[src/rtl/sid_bus_sched_pkg.sv]
// ============================================================================
// Module : sid_sched_pkg
// Brief  : Shared types and constants for the SID write-back scheduler.
// Rev    : 1.0  initial release
// ============================================================================
`default_nettype none

package sid_sched_pkg;

  localparam int SID_NUM_REGS         = 32;
  localparam int SID_PHI2_DIV_DEFAULT = 16;

  typedef enum logic [1:0] {
    ST_IDLE   = 2'd0,
    ST_SETUP  = 2'd1,
    ST_STROBE = 2'd2,
    ST_HOLD   = 2'd3
  } sched_state_e;

endpackage

`default_nettype wire

[src/rtl/ram.sv]
// ============================================================================
// Module : ram
// Brief  : Distributed register RAM, synchronous write, combinational read.
// Rev    : 1.0  initial release
// ============================================================================
`default_nettype none

module ram #(
  parameter int RAM_WIDTH     = 8,
  parameter int RAM_ADDR_BITS = 5
) (
  input  logic                     clk,
  input  logic                     we,
  input  logic [RAM_ADDR_BITS-1:0] wr_addr,
  input  logic [RAM_WIDTH-1:0]     wr_data,
  input  logic [RAM_ADDR_BITS-1:0] read_addr,
  output logic [RAM_WIDTH-1:0]     read_data
);

  logic [RAM_WIDTH-1:0] mem_q [(1<<RAM_ADDR_BITS)];

  // Contents are deliberately left unreset; dirty tracking gates what is sent.
  always_ff @(posedge clk) begin
    if (we) begin
      mem_q[wr_addr] <= wr_data;
    end
  end

  assign read_data = mem_q[read_addr];

endmodule

`default_nettype wire

[src/rtl/sid_bus_sched.sv]
// ============================================================================
// Module : sid_bus_sched
// Brief  : Replays dirty shadow-RAM entries onto the SID bus, phi2-aligned.
// Rev    : 1.0  initial release
// ============================================================================
`default_nettype none

module sid_bus_sched
  import sid_sched_pkg::*;
#(
  parameter int RAM_WIDTH     = 8,
  parameter int RAM_ADDR_BITS = $clog2(SID_NUM_REGS),
  parameter int PHI2_DIV      = SID_PHI2_DIV_DEFAULT
) (
  input  logic                     clk,
  input  logic                     rst_n,
  input  logic                     host_wr_valid,
  input  logic [RAM_ADDR_BITS-1:0] host_wr_addr,
  input  logic [RAM_WIDTH-1:0]     host_wr_data,
  input  logic                     flush,
  output logic                     sid_phi2,
  output logic                     sid_cs_n,
  output logic                     sid_rw,
  output logic [RAM_ADDR_BITS-1:0] sid_addr,
  output logic [RAM_WIDTH-1:0]     sid_data,
  output logic                     sid_data_oe,
  output logic                     busy
);

  localparam int NREGS = 1 << RAM_ADDR_BITS;
  localparam int CNT_W = $clog2(PHI2_DIV);
  localparam logic [CNT_W-1:0] HALF = CNT_W'(PHI2_DIV / 2);
  localparam logic [CNT_W-1:0] LAST = CNT_W'(PHI2_DIV - 1);

  sched_state_e             state_q, state_d;
  logic [CNT_W-1:0]         cnt_q, cnt_d;
  logic                     phi2_q, phi2_d;
  logic                     cs_n_q, cs_n_d;
  logic                     rw_q, rw_d;
  logic                     oe_q, oe_d;
  logic [RAM_ADDR_BITS-1:0] addr_q, addr_d;
  logic [RAM_WIDTH-1:0]     data_q, data_d;
  logic [NREGS-1:0]         dirty_q, dirty_d;
  logic [RAM_ADDR_BITS-1:0] ptr_q, ptr_d;

  logic                     pick_found;
  logic [RAM_ADDR_BITS-1:0] pick_sel;
  logic [RAM_ADDR_BITS-1:0] pick_idx;
  logic                     take;
  logic [RAM_WIDTH-1:0]     ram_rdata;

  ram #(
    .RAM_WIDTH     (RAM_WIDTH),
    .RAM_ADDR_BITS (RAM_ADDR_BITS)
  ) u_ram (
    .clk       (clk),
    .we        (host_wr_valid),
    .wr_addr   (host_wr_addr),
    .wr_data   (host_wr_data),
    .read_addr (pick_sel),
    .read_data (ram_rdata)
  );

  // Round-robin: first dirty entry at or above ptr, wrapping modulo NREGS.
  always_comb begin
    pick_found = 1'b0;
    pick_sel   = ptr_q;
    pick_idx   = ptr_q;
    for (int i = 0; i < NREGS; i++) begin
      pick_idx = ptr_q + RAM_ADDR_BITS'(i);
      if (!pick_found && dirty_q[pick_idx]) begin
        pick_found = 1'b1;
        pick_sel   = pick_idx;
      end
    end
  end

  assign cnt_d  = (cnt_q == LAST) ? '0 : cnt_q + CNT_W'(1);
  assign phi2_d = (cnt_d >= HALF);

  // Decisions key off cnt_d so the registered bus outputs line up with cnt.
  always_comb begin
    state_d = state_q;
    cs_n_d  = cs_n_q;
    rw_d    = rw_q;
    oe_d    = oe_q;
    addr_d  = addr_q;
    data_d  = data_q;
    ptr_d   = ptr_q;
    take    = 1'b0;
    case (state_q)
      ST_IDLE: begin
        if (cnt_d == '0 && pick_found) begin
          state_d = ST_SETUP;
          addr_d  = pick_sel;
          data_d  = ram_rdata;
          rw_d    = 1'b0;
          oe_d    = 1'b1;
          ptr_d   = pick_sel + RAM_ADDR_BITS'(1);
          take    = 1'b1;
        end
      end
      ST_SETUP: begin
        if (cnt_d == HALF) begin
          state_d = ST_STROBE;
          cs_n_d  = 1'b0;
        end
      end
      ST_STROBE: begin
        if (cnt_d == '0) begin
          state_d = ST_HOLD;
          cs_n_d  = 1'b1;
        end
      end
      ST_HOLD: begin
        if (cnt_d == HALF) begin
          state_d = ST_IDLE;
          oe_d    = 1'b0;
          rw_d    = 1'b1;
        end
      end
      default: state_d = ST_IDLE;
    endcase
  end

  // Set beats clear, so a write landing in the select cycle is resent.
  always_comb begin
    dirty_d = dirty_q;
    if (take) begin
      dirty_d[pick_sel] = 1'b0;
    end
    if (host_wr_valid) begin
      dirty_d[host_wr_addr] = 1'b1;
    end
    if (flush) begin
      dirty_d = '1;
    end
  end

  always_ff @(posedge clk or negedge rst_n) begin
    if (!rst_n) begin
      state_q <= ST_IDLE;
      cnt_q   <= '0;
      phi2_q  <= 1'b0;
      cs_n_q  <= 1'b1;
      rw_q    <= 1'b1;
      oe_q    <= 1'b0;
      addr_q  <= '0;
      data_q  <= '0;
      dirty_q <= '0;
      ptr_q   <= '0;
    end else begin
      state_q <= state_d;
      cnt_q   <= cnt_d;
      phi2_q  <= phi2_d;
      cs_n_q  <= cs_n_d;
      rw_q    <= rw_d;
      oe_q    <= oe_d;
      addr_q  <= addr_d;
      data_q  <= data_d;
      dirty_q <= dirty_d;
      ptr_q   <= ptr_d;
    end
  end

  assign sid_phi2    = phi2_q;
  assign sid_cs_n    = cs_n_q;
  assign sid_rw      = rw_q;
  assign sid_addr    = addr_q;
  assign sid_data    = data_q;
  assign sid_data_oe = oe_q;
  assign busy        = (dirty_q != '0) || (state_q != ST_IDLE);

endmodule

`default_nettype wire

[config.mk]
export PLATFORM = sky130hd
export DESIGN_NAME = sid_bus_sched
export DESIGN_NICKNAME = d
export VERILOG_FILES = /design/src/rtl/sid_bus_sched_pkg.sv /design/src/rtl/ram.sv /design/src/rtl/sid_bus_sched.sv
export SDC_FILE = /design/constraint.sdc
export NUM_CORES = 1
export LEC_CHECK = 0
export BUFFER_PORTS_ARGS = -buffer_cell sky130_fd_sc_hd__buf_2
export CAP_MARGIN = 20
export CELL_PAD_IN_SITES_DETAIL_PLACEMENT = 0
export CELL_PAD_IN_SITES_GLOBAL_PLACEMENT = 1
export CORE_MARGIN = 5
export CORE_UTILIZATION = 50
export CTS_CLUSTER_DIAMETER = 200
export CTS_CLUSTER_SIZE = 28
export DETAILED_ROUTE_END_ITERATION = 16
export PLACE_DENSITY = 0.75
export SYNTH_ARGS = -nofsm -noshare
export SYNTH_HDL_FRONTEND = slang
export SYNTH_SLANG_ARGS = --single-unit
[constraint.sdc]
create_clock -name clk -period 19.3 [get_ports clk]
set_input_delay 0.965 -clock clk [delete_from_list [all_inputs] [get_ports clk]]
set_output_delay 0.965 -clock clk [all_outputs]
set_load 0.02 [all_outputs]
==> results of run 1 <==
## metal layers
layer  track usage (%)  routed length, µm  vias to the layer above  part of all wire [%]
li1                  -                  -                     6404                     -
met2              40.2              26600                      933                    41
met5             0.890                 56                        -                 0.087
met3              9.56               8300                       87                    13
met1              44.9              28400                     7575                    44
met4              5.06               1270                        2                   2.0
## path summary, 6_finish.rpt
check,from,to,slack [ps],cells past startpoint
setup / recovery,ptr_q[0]$_DFFE_PN0N_,sid_data[2]$_DFFE_PN0N_,9720,22
hold / removal,sid_cs_n$_DFFE_PN1P_,sid_cs_n$_DFFE_PN1P_,470,2
setup reg to reg,ptr_q[0]$_DFFE_PN0N_,sid_data[2]$_DFFE_PN0N_,9720,22
hold reg to reg,sid_cs_n$_DFFE_PN1P_,sid_cs_n$_DFFE_PN1P_,470,2
max in group asynchronous,rst_n,ptr_q[0]$_DFFE_PN0N_,18060,2
min in group asynchronous,rst_n,cnt_q[2]$_DFF_PN0_,620,2
## power by group through the flow
stage,combinational [W],sequential [W],clock [W]
after floorplan,0.00000849,0.000760,0
after CTS,0.0000267,0.000746,0.000359
after global placement,0.0000259,0.000761,0
after detailed placement,0.0000266,0.000761,0
final,0.0000271,0.000746,0.000355
after global routing,0.0000292,0.000746,0.000386
## cell usage in the layout, fill, tap and decap left out, types with 19 or more instances in the layout
cell type / count
nor4_1: 25
a31oi_1: 19
inv_1: 34
ha_1: 22
mux2i_1: 201
dfrtp_1: 54
buf_4: 38
xnor2_1: 20
edfxtp_1: 256
a211o_1: 26
nand2_1: 122
nand3_1: 44
o22ai_1: 63
o21ai_0: 61
nor3_1: 26
a21oi_1: 47
mux2_2: 44
mux4_2: 83
buf_2: 34
nor2_1: 143
## sequential cells by signal, indices dropped and copies added (netlist names)
name         flops
cnt_q            4
u_ram.mem_q    256
state_q          2
ptr_q            5
sid_data_oe      1
sid_data         8
sid_rw           1
sid_cs_n         1
dirty_q         32
sid_addr         5
sid_phi2         1
## per-stage QoR
| stage | area (µm²) | hold slack, ps |
|---|---|---|
| 2_1_floorplan | 19400 | 449 |
| 3_3_place_gp | 20100 | 446 |
| 3_5_place_dp | 20100 | 462 |
| 4_1_cts | 20500 | 475 |
| 5_1_grt | 20600 | 510 |
| 6_report | 20600 | 469 |
## final cells by class
class / count / share of cell area, %
Multi-Input combinational cell: 1196 / 46.7
Sequential cell: 316 / 44.7
Tap cell: 518 / 3.15
Timing Repair Buffer: 78 / 2.61
Clock buffer: 24 / 1.99
Inverter: 38 / 0.693
Clock inverter: 1 / 0.0973
Antenna cell: 1 / 0.0122
## critical path, cell delays in order (launching register included)
cell and delay [ps]:
dfrtp_2 360, buf_4 510, clkinv_1 760, ha_1 1130, buf_4 410, mux4_2 620, mux2_2 320, mux2_2 310
mux2i_2 320, nand2_1 310, nor4_4 670, nand3_1 390, o31ai_1 420, a211o_1 160, o21ai_1 70, a32o_1 210
a31o_1 210, nor2_4 110, buf_12 520, mux2i_1 370, o22ai_1 170, nor4_1 560, a31oi_1 170
## kinds of logic after synthesis
kind of cell	count (synthesis)	synth area share (%)
AOI/OAI and AO/OA	345	12.1
xor gates and xnor gates	35	1.66
and+or+nand+nor	464	11.6
buffers and inverters	121	3.12
adders and majority gates	22	1.42
DFF	316	47.4
muxes	330	22.7
## synthesized netlist by cell type (5+ instances only)
master,instances,share of area [%]
o21a_1,5,0.19
o31ai_1,5,0.19
nor4_1,25,0.81
a211oi_1,9,0.35
o22ai_1,63,2.0
xor2_1,12,0.54
o21ai_1,9,0.23
inv_1,34,0.66
a2111oi_0,6,0.27
buf_4,14,0.54
and2_1,13,0.42
or3_1,10,0.32
nand4_1,8,0.26
a21boi_0,5,0.19
o211ai_1,11,0.43
edfxtp_1,256,40
buf_1,8,0.15
mux4_2,83,9.6
and3_1,8,0.26
a31oi_1,19,0.61
a22oi_1,10,0.39
o2111ai_1,5,0.23
nand2_1,122,2.4
a211o_1,26,1.2
ha_1,22,1.4
xnor2_1,21,0.95
nor2_1,143,2.8
clkbuf_1,40,0.77
o21ai_0,61,1.6
dfrtp_1,58,7.5
nor3_1,26,0.67
mux2_2,44,2.6
mux2i_1,201,10
nand3_1,44,1.1
nand2b_1,15,0.48
buf_6,10,0.58
a221oi_1,8,0.36
nor2b_1,11,0.35
a21oi_1,47,1.2
o21bai_1,5,0.19
nand3b_1,5,0.19
buf_2,10,0.26
==> results list, run 1 <==
- Post-DR wirelength/cell: 29.8 µm
- The multi-input combinational cells in the finished layout cover a total of just under 10000 µm².
- Drt pass-1 iters: 5
- Global-route wire length before repair: 95000 µm
- Class of the tightest hold or removal check: reg2reg
- The HPWL after detailed placement is between 40000 and 50000 µm.
- STA classifies the critical path startpoint as a register.
* Maximum count of clock buffers along a single path: 3
* Total number of nets in the final design: around 1700
* Clock tree sinks: between 300 and 400
* Pwr/cell area: ~55 nW/µm²
* Crit end category: register
- Type of the setup path with the least slack: reg2reg
- The congestion estimate from routability-driven global placement came to just under 1.
- Placed Cells: about 2100
- After floorplanning, the core was divided into roughly 70 placement rows.
- Wirelength, routed: between 60000 and 70000 µm
* Layout overhead on the synthesized area: 6.01%
- The number of hold buffers added after CTS was 0.
- Total standard cell area after synthesis: 19400 µm²
- Filler instances: ~3400
* Post-layout min period: 9580 ps
* Clock network latency to the later pin of the worst-skew pair: roughly 500 ps
* Endpoint required time on the critical path: roughly 20000 ps
* Max Freq: roughly 0.10 GHz
* Net switching share of the total power: around 20%
- Post-cts resize count: 0
- For this block, the via count after detailed routing is 15000.
- In the routed design, unresolved DRC markers number 0.
- Chip height: a little over 200 µm
* CTS H-tree depth: 1
* Cell Count, Final, Fillers Out: 2172
* Peak fanout along the critical path: approximately 130
* Data arrival at the endpoint of the critical path: between 9000 and 10000 ps
- 35 I/O pins were placed.
- In this run the tightest slew margin relative to its limit is 24.9%.
- GRT overflow: 0
- Hold Violations, Final: 0
- Number of distinct library cells after synthesis: just over 90
- From left edge to right edge, the die measures roughly 210 µm.
- Using the TritonRoute via totals, the vias-per-cell ratio works out to between 6 and 7.
- The max-slew violation count was 0.
- At the end of the flow the core is filled with cells to a little over half.
- Setup ws final: roughly 10000 ps
- In this run the power spent charging and discharging nets is ~0.00023 W.
- Input and output buffers added on the ports amount to 34.
- The design draws around 0.0011 W.
- Setup violations remaining at the end of the flow were counted as 0.
- The clock arrives with around 26 ps of skew.
- Fraction of layout cells with a size suffix above 1: 16.0%
- In the global route stage, overall resource usage came out at 29.0%.
- Clk pin slew, worst setup/hold paths: 110 ps
* Power share of the combinational group: 2.4%
* Post-route antenna net violation count: 0
- Syn nets: roughly 1700
* Initial drt markers: a little under 2000
- The clock network accounts for between 30% and 40% of the total power.
* Antenna violations before repair: 1
- The worst path uses about 50% of the clock period.
- Final total negative setup slack: 0 ps
* Slew of the pin with the lowest slew margin: between 1000 and 1500 ps
* Internal power: 0.000900 W
- Setup repair after global routing left no endpoint under its margin.
- The floorplan step defined a die boundary enclosing around 43000 µm².
- Run status: completed
* Initial Utilization: between 50% and 60%
- Largest net degree at the start of global routing: roughly 130
* Sequential share of the synthesized area: a little under half
- The core region is roughly 39000 µm².
* TritonCTS clock tree: yes
- The number of global-route vias before repair is 14200.
* YS warnings: 0
- The tool flagged a number of max-cap violations equal to 0.
- Synthesized area per cell: roughly 12 µm²
* VDD IR max: around 0.000074 V
- Summing all flip-flop and latch instances after layout gives around 9000 µm².
* Flip-flop cell with the highest count after synthesis: edfxtp_1
- Clock buffer count from CTS: 15
* Leakage Power: 6.24 nW
* Number of synthesized flops with an enable pin: 256
* Fraction of registers with async set or reset after synthesis: between 10% and 20%
- Share of power burned in registers: between 60% and 70%
- After technology mapping, the gate count stands at approximately 1600.
- The tree is rooted in a clkbuf_16.
* Dpl ws: 10140 ps
- Setup bufs post-CTS: 0
- After synthesis the netlist holds a flip-flop and latch count of roughly 320.
(Power assumes the default switching activity.)
==> run 2: changes to the inputs <==
- clock period: 19.3 -> 9.14 ns (I/O delays scaled with it)
==> run 2 against run 1 <==
Compared with the run above:
- clock power grew 110%
- clock skew up 10 ps
- via count grew 1.0%
- combinational power increased by 120%
- utilization up 0.36 points
- total power is 110% higher
- setup slack got worse by 8300 ps
- global-route usage rose by 1.4 points
- critical path type unchanged
- critical endpoint is now sid_data[5]$_DFFE_PN0N_
- largest power group unchanged
- highest routed layer unchanged
==> results list, run 2 (synthesis results as in run 1) <==
- Area used by multi-input combinational logic: 9620 µm² (unchanged)
- The worst clock skew came to 36.1 ps (+10.4 ps).
* Hold Violations, Final: 0 (unchanged)
- Post-route antenna net violation count: 0 (unchanged)
- The worst vdd rail ir drop came to 0.000141 V (+91%).
- The setup slack on the worst flop-to-flop path was 1410 ps (-8300 ps).
- The leakage power figure came to 6.34 nW (+1.5%).
* Initial drt markers: 2401 (+23%)
* CTS H-tree depth: 1 (unchanged)
* Number of vias after detailed routing: 15200 (+1.0%)
* Pwr/cell area: 116 nW/µm² (+110%)
* Slowest library cell on the worst path: ha_1
- The final period demand of the worst path is 7730 ps (-1860 ps).
* Number of buffer cells added on primary ports: 34 (unchanged)
- Ratio of final minimum period to clock period: 84.5% (+35 points)
- TritonCTS clock tree: yes
- Unrepaired setup endpoints after global routing: false
* Clk pin slew, worst setup/hold paths: 110 ps (about the same)
- The global-route wire length before repair is 99200 µm (+4.5%).
- The detailed-route DRC error count came to 0 (unchanged).
- The max-cap violation count was 0 (unchanged).
- Die footprint: 42900 µm² (unchanged)
- Slew headroom: 21.5% (-3.4 points)
- Layout overhead on the synthesized area: 6.73%
- The number of buffers inserted for hold repair after clock tree synthesis is 0 (unchanged).
- The flip-flop and latch area is 9200 µm² (unchanged).
- Crit end category: register
- The number of buffers added by the clock tree synthesis step came to 15 (unchanged).
- Final core utilization: 53.7% (+0.36 points)
* Chip height: 207 µm (unchanged)
* Biggest register: u_ram.mem_q
- The width of the chip was 207 µm (unchanged).
- DP Wirelength: 48800 µm (+5.7%)
- The mean routed wirelength per cell came to 30.7 µm (+3.2%).
- Class of the tightest hold or removal check: in2async
- The number of setup violations in the final report came to 0 (unchanged).
- Startpoint of the worst register-to-register path: ptr_q[1]$_DFFE_PN0N_
* Max stage delay on crit path: 820 ps (-310 ps)
* Maximum count of clock buffers along a single path: 3 (unchanged)
- The global router's overall resource usage came to 30.4% (+1.4 points).
* Run status: completed
- The aggregate negative setup slack is 0 ps (unchanged).
* Worst path cell trace: inv_2, ha_1, buf_4, mux4_2, mux2_2, mux2i_1, nor2_1, a21oi_1, buf_4, nor2_1, o21ai_0, a21oi_1, o31ai_1, nand4_1, xnor2_2, inv_1, and2_1, nand2b_1, o22ai_1, nor4_1, a31oi_1
- The final-layout fill cell count was 3422 (+0.26%).
- Count of standard-cell rows: 72 (unchanged)
- The met3 track utilization from global routing came to 9.44% (-0.12 points).
* Most used cells in the layout excluding fill and tap cells: edfxtp_1 (256), mux2i_1 (201), nor2_1 (143), nand2_1 (122), mux4_2 (83)
- The net count reported at finish came to 1702 (+1.1%).
- CTS root buffer: clkbuf_16
- Setup bufs post-CTS: 0 (unchanged)
* Number of vias per cell: 6.92 (+0.22%)
* Layer with the highest usage: met1
- The number of iterations in the first detailed-routing pass was 11 (+6).
* Final antenna diode count: 0 (-1)
* Initial Utilization: 50.3% (unchanged)
- The worst endpoint required time came to 9520 ps (-10150 ps).
* Via count of the first global-routing pass: 14100 (-0.60%)
* Pins over their slew limit: 0 (unchanged)
* Type of the setup path with the least slack: reg2reg
- Placer Congestion: 0.989 (+2.1%)
* Antenna violations before repair: 2 (+1)
- Fraction of layout cells with a size suffix above 1: 16.9% (+0.90 points)
- The floorplan core area was 38600 µm² (unchanged).
* Cell count of the worst reg-to-reg path: 21 (-4.5%)
- Post-cts resize count: 0 (unchanged)
- The highest achievable clock rate came to 0.129 GHz (+24%).
- The actual slew at the worst max-slew pin came to 1170 ps (+50.4 ps).
- Startpoint type of the worst setup path: register
- The critical path data arrival time came to 8100 ps (-1850 ps).
- The I/O pin total was 35 (unchanged).
- Routing usage on met1: 49.1% (+4.2 points)
* Met2 Resource Use GR: 41.1% (+0.86 points)
- Total placed instance area: 20200 µm² (+0.81%)
* Peak fanout along the critical path: 17 (-87%)
- Clock network latency to the later pin of the worst-skew pair: 500 ps (about the same)
* Commonest non-fill, non-tap cell in the layout: edfxtp_1
- The endpoint identified for the worst register-to-register timing path is sid_data[5]$_DFFE_PN0N_.
- The largest net degree at the start of global routing was 77 (-39%).
- The total non-filler cell area in the finished layout was 20700 µm² (+0.68%).
- Number of flip-flops under the largest register name: 256 (unchanged)
* Clock tree sinks: 316 (unchanged)
- The detailed-route wire length is 67200 µm (+4.0%).
- The overflow left after global routing was 0 (unchanged).
==> run 2: metrics by stage <==
| stage | worst slack, ps | std cells | hold WS (ps) | total power (W) |
|---|---|---|---|---|
| 2_1_floorplan | 2300 | 1633 | 161 | 0.00162 |
| 3_3_place_gp | 1610 | 2155 | 448 | 0.00166 |
| 3_5_place_dp | 1530 | 2159 | 456 | 0.00166 |
| 4_1_cts | 1480 | 2184 | 151 | 0.00240 |
| 5_1_grt | 1080 | 2189 | 179 | 0.00246 |
| 6_report | 1410 | 2189 | 103 | 0.00239 |
==> run 2: cell type report <==
| class | count | area share (%) |
|---|---|---|
| clock buffer | 24 | 1.98 |
| sequential | 316 | 44.4 |
| inverter | 38 | 0.689 |
| timing repair buffer | 96 | 3.28 |
| clock inverter | 1 | 0.0967 |
| multi-input combinational | 1196 | 46.4 |
| tap | 518 | 3.13 |
==> run 2: critical path, delay by kind of cell (launching register included) <==
family / cells / cell delay [ps]
xor+xnor: 1 / 580
buf+inv: 4 / 1080
compound gates: 6 / 1560
fa+ha+maj: 1 / 820
mux: 3 / 1330
flops: 1 / 480
simple gates: 6 / 1720
==> run 2: power by group <==
group | leakage [nW] | internal, W | switching [W]
Clock | 0.205 | 0.000319 | 0.000441
Sequential | 2.92 | 0.00157 | 0.00000474
Combinational | 3.21 | 0.0000116 | 0.0000468
Total | 6.34 | 0.00190 | 0.000493
==> run 2: how the worst max path moves through the flow <==
stage	to	slack [ps]	startpoint	depth (start not counted)
2_1_floorplan	dirty_q[23]$_DFF_PN0_	2300	ptr_q[1]$_DFFE_PN0N_	25
3_3_place_gp	sid_data[5]$_DFFE_PN0N_	1610	ptr_q[2]$_DFFE_PN0N_	18
5_1_grt	sid_data[5]$_DFFE_PN0N_	1080	ptr_q[1]$_DFFE_PN0N_	21
4_1_cts	sid_data[5]$_DFFE_PN0N_	1480	ptr_q[1]$_DFFE_PN0N_	21
3_5_place_dp	sid_data[5]$_DFFE_PN0N_	1530	ptr_q[1]$_DFFE_PN0N_	21
6_report	sid_data[5]$_DFFE_PN0N_	1410	ptr_q[1]$_DFFE_PN0N_	21
==> run 2: per-layer routing <==
metal / part of all wire [%] / routed length, µm
met2: 40 / 27100
met4: 1.6 / 1090
met5: 0.022 / 15
met3: 14 / 9660
met1: 44 / 29400
==> run 3: changes to the inputs <==
- ABC_AREA: default -> 1
- CORE_UTILIZATION: 50 -> 48
- PLACE_DENSITY: 0.75 -> 0.79
- clock period: 9.14 -> 7.2 ns (I/O delays scaled with it)
==> run 3 against run 2 <==
Compared with the run above:
- the flow now finishes with violations (hold timing)
- clock skew shrank 7.8 ps
- combinational power is 43% higher
- setup slack got worse by 810 ps
==> results list, run 3 <==
* Post-Synth XOR/XNOR Area: 1.13% (-0.53 points)
- The global-route wire length before repair was 89600 µm (-9.7%).
* Max Freq: 0.152 GHz (+17%)
- The number of buffers inserted for hold repair after clock tree synthesis is 0 (unchanged).
- The count of placed standard cells including taps is 2843 (+32%).
* Crit end category: register
* Total standard cell area after synthesis: 18200 µm² (-6.0%)
* Number of vias per cell: 5.38 (-22%)
- The clock sink count came to 316 (unchanged).
- TritonCTS built the clock tree.
- Maximum count of clock buffers along a single path: 3 (unchanged)
- Final total negative setup slack: 0 ps (unchanged)
- The number of antenna violations at the first check in global routing was 0 (-2).
- The overflow left after global routing was 0 (unchanged).
- The largest net degree at the start of global routing was 68 (-12%).
- The synthesized net count was 2396 (+43%).
* Synthesized area per cell: 7.74 µm² (-35%)
- After synthesis, the largest family of logic cells by area is simple AND/OR/NAND/NOR gates.
- Data arrival at the endpoint of the critical path: 7070 ps (-1030 ps)
- The setup slack on the worst flop-to-flop path was 610 ps (-810 ps).
- Endpoint required time on the critical path: 7680 ps (-1840 ps)
- Initial Utilization: 48.5% (-1.8 points)
* Cell Count, Final, Fillers Out: 2872 (+31%)
- The total via count after detailed routing was 15500 (+2.0%).
- Pins over their slew limit: 0 (unchanged)
- Max stage delay on crit path: 560 ps (-260 ps)
- The count of input and output buffers is 34 (unchanged).
- The number of buffers added by the clock tree synthesis step is 15 (unchanged).
* CP dominant cell by count: nand2_1
* Number of distinct library cells after synthesis: 51 (-45%)
* Number of flip-flops under the largest register name: 256 (unchanged)
* CTS H-tree depth: 1 (unchanged)
* Detailed-route DRC error count: 0 (unchanged)
* Layer with the highest usage: met2
- The global router's overall resource usage was 28.0% (-2.4 points).
* DP Wirelength: 42000 µm (-14%)
- Startpoint of the worst setup timing path: ptr_q[2]$_DFFE_PN0N_
- Worst Path Buf+Inv: 4 (unchanged)
* VDD IR max: 0.000250 V (+77%)
- The final period demand of the worst path was 6590 ps (-1130 ps).
- The net count reported at finish came to 2390 (+40%).
* Post-synthesis share of cell area spent on full adders, half adders and majority gates: 1.51% (+0.091 points)
- Sequential share of the synthesized area: 50.4% (+3.0 points)
- Commonest non-fill, non-tap cell in the layout: nand2_1
* CTS root buffer: clkbuf_16
- The fraction of the mapped netlist area in compound gates was 4.16% (-7.9 points).
- The leakage power figure was 8.81 nW (+39%).
- Max_cap viols: 0 (unchanged)
- Clk pin slew, worst setup/hold paths: 110 ps (about the same)
* Crit path max-delay family: simple AND/OR/NAND/NOR gates
* Count of endpoints failing setup in the final report: 0 (unchanged)
* Hold slack final: -1.73 ps (-104 ps)
* Ratio of final minimum period to clock period: 91.6% (+7.1 points)
* Flip-flop cell with the highest count after synthesis: edfxtp_1
- The floorplan core area was 37600 µm² (-2.5%).
- Slew headroom: 26.9% (+5.4 points)
- Fraction of post-synthesis cell area in the top cell type by area: 42.2% (+2.5 points)
* Die footprint: 42000 µm² (-2.0%)
* Hold Violations, Final: 2 (+2)
- Ranked by total cell area, the synthesized netlist is headed by edfxtp_1 (42%), nand2_1 (24%), dfrtp_1 (8.0%).
- Biggest register: u_ram.mem_q
- Chip height: 205 µm (-1.0%)
* Met2 Resource Use GR: 42.9% (+1.8 points)
- Of all cell types, the one taking the most synthesized area is edfxtp_1.
- Post-DR wirelength/cell: 20.4 µm (-33%)
- The number of iterations in the first detailed-routing pass was 7 (-4).
- Slew of the pin with the lowest slew margin: 1090 ps (-80.8 ps)
- Global-route track usage on met3: 3.28% (-6.2 points)
* Unrepaired setup endpoints after global routing: false
- The number of global-route vias before repair came to 14500 (+2.8%).
- nand2_1 is the most common cell in the netlist.
- The startpoint identified for the worst register-to-register timing path is ptr_q[2]$_DFFE_PN0N_.
- Startpoint type of the worst setup path: register
- The detailed-route wire length is 58700 µm (-13%).
- Simple-gate share of the synthesized area: 36.1% (+24 points)
- Initial drt markers: 1578 (-34%)
- Number of placed I/O pins: 35 (unchanged)
- Leaving out fill and tap cells, the most frequent cells in the layout are nand2_1 (1174), edfxtp_1 (256), nand3_1 (231), inv_1 (152), nor2_1 (106).
* Portion of netlist area occupied by mux cells: 0.0549% (-23 points)
- The final reports fail on hold timing.
- Routing usage on met1: 42.3% (-6.8 points)
- The ratio of total power to cell area was 158 nW/µm² (+37%).
* Fraction of registers with async set or reset after synthesis: 19.0% (unchanged)
* Placer Congestion: 0.976 (-1.3%)
- Number of storage elements in the synthesis netlist: 316 (unchanged)
- The number of synthesis warnings was 0 (unchanged).
- Gate count after technology mapping: 2357 (+44%)
- Commonest cells in the synthesized netlist: nand2_1 (1174), edfxtp_1 (256), nand3_1 (232)
* Number of synthesized flops with an enable pin: 256 (unchanged)
- Die Width: 205 µm (-1.0%)
- Slowest library cell on the worst path: dfrtp_2
- The flow ran to the end, but the final reports show violations.
* Clock network latency to the later pin of the worst-skew pair: 530 ps (+30 ps)
- Count of standard-cell rows: 71 (-1.4%)
- The worst setup path is of the reg2reg kind.
- Post-route antenna net violation count: 0 (unchanged)
* Fraction of layout cells with a size suffix above 1: 6.69% (-10 points)
- The worst clock skew was 28.3 ps (-7.76 ps).
* Layout overhead on the synthesized area: 6.21%
* Peak fanout along the critical path: 56 (+39)
- The worst hold path belongs to the class in2async.
run 3: cell count changes in the layout (fill, tap and decap cells not counted), sizes merged, moves of 27 or more:
cell,delta
o22ai,-63
mux2i,-201
nor2,-27
inv,+133
nand3,+193
mux2,-45
a21oi,-29
mux4,-83
nand2,+1061
nand4,+27
run 3: timing repair:
action / CTS / global route
resized for setup: 0 / 10
setup endpoints to repair: 0 / 42
setup buffers: 0 / 2
run 3: logic make-up after synthesis:
| logic type | after synthesis |
|---|---|
| multiplexers | 1 |
| adder cells (fa/ha/maj) | 22 |
| flip-flops | 316 |
| AO/OA/AOI/OAI | 134 |
| XOR/XNOR | 20 |
| AND/OR/NAND/NOR | 1594 |
| buffers and inverters | 270 |
run 3: layout make-up:
type / count / area [µm²]
timing repair buffer: 74 / 566
fill: 3699 / 18200
antenna: 1 / 2.50
clock inverter: 3 / 33.8
sequential: 316 / 9190
multi-input combinational: 1771 / 7870
tap: 511 / 639
clock buffer: 23 / 405
inverter: 173 / 659
run 3: report_power, final:
group          switching [W]  internal [W]
Clock               0.000575      0.000406
Sequential        0.00000515       0.00199
Combinational      0.0000691     0.0000145
Total               0.000649       0.00241
run 3: path summary, 6_finish.rpt:
check,to,cells past startpoint
setup / recovery,sid_data[5]$_DFFE_PN0N_,45
hold / removal,cnt_q[2]$_DFF_PN0_,2
setup reg to reg,sid_data[5]$_DFFE_PN0N_,45
hold reg to reg,sid_addr[2]$_DFFE_PN0N_,2
max in group asynchronous,ptr_q[1]$_DFFE_PN0N_,2
min in group clk,u_ram.mem_q[1][2]$_DFFE_PP_,1
run 3: stage by stage:
stage	power, W	utilization, %	area [µm²]	hold slack, ps	setup WS, ps
3_3_place_gp	0.00212	50.2	18900	461	285
6_report	0.00306	51.5	19400	-1.73	605
4_1_cts	0.00308	51.4	19300	25.9	278
2_1_floorplan	0.00207	-	18200	64.4	1280
3_5_place_dp	0.00212	50.2	18900	473	308
5_1_grt	0.00317	51.5	19400	59.2	18.7
run 3: metal layers:
layer	vias up	share of wire, %
li1	7581	-
met1	7297	46
met2	502	44
met3	71	6.6
met4	0	3.2
met5	-	0
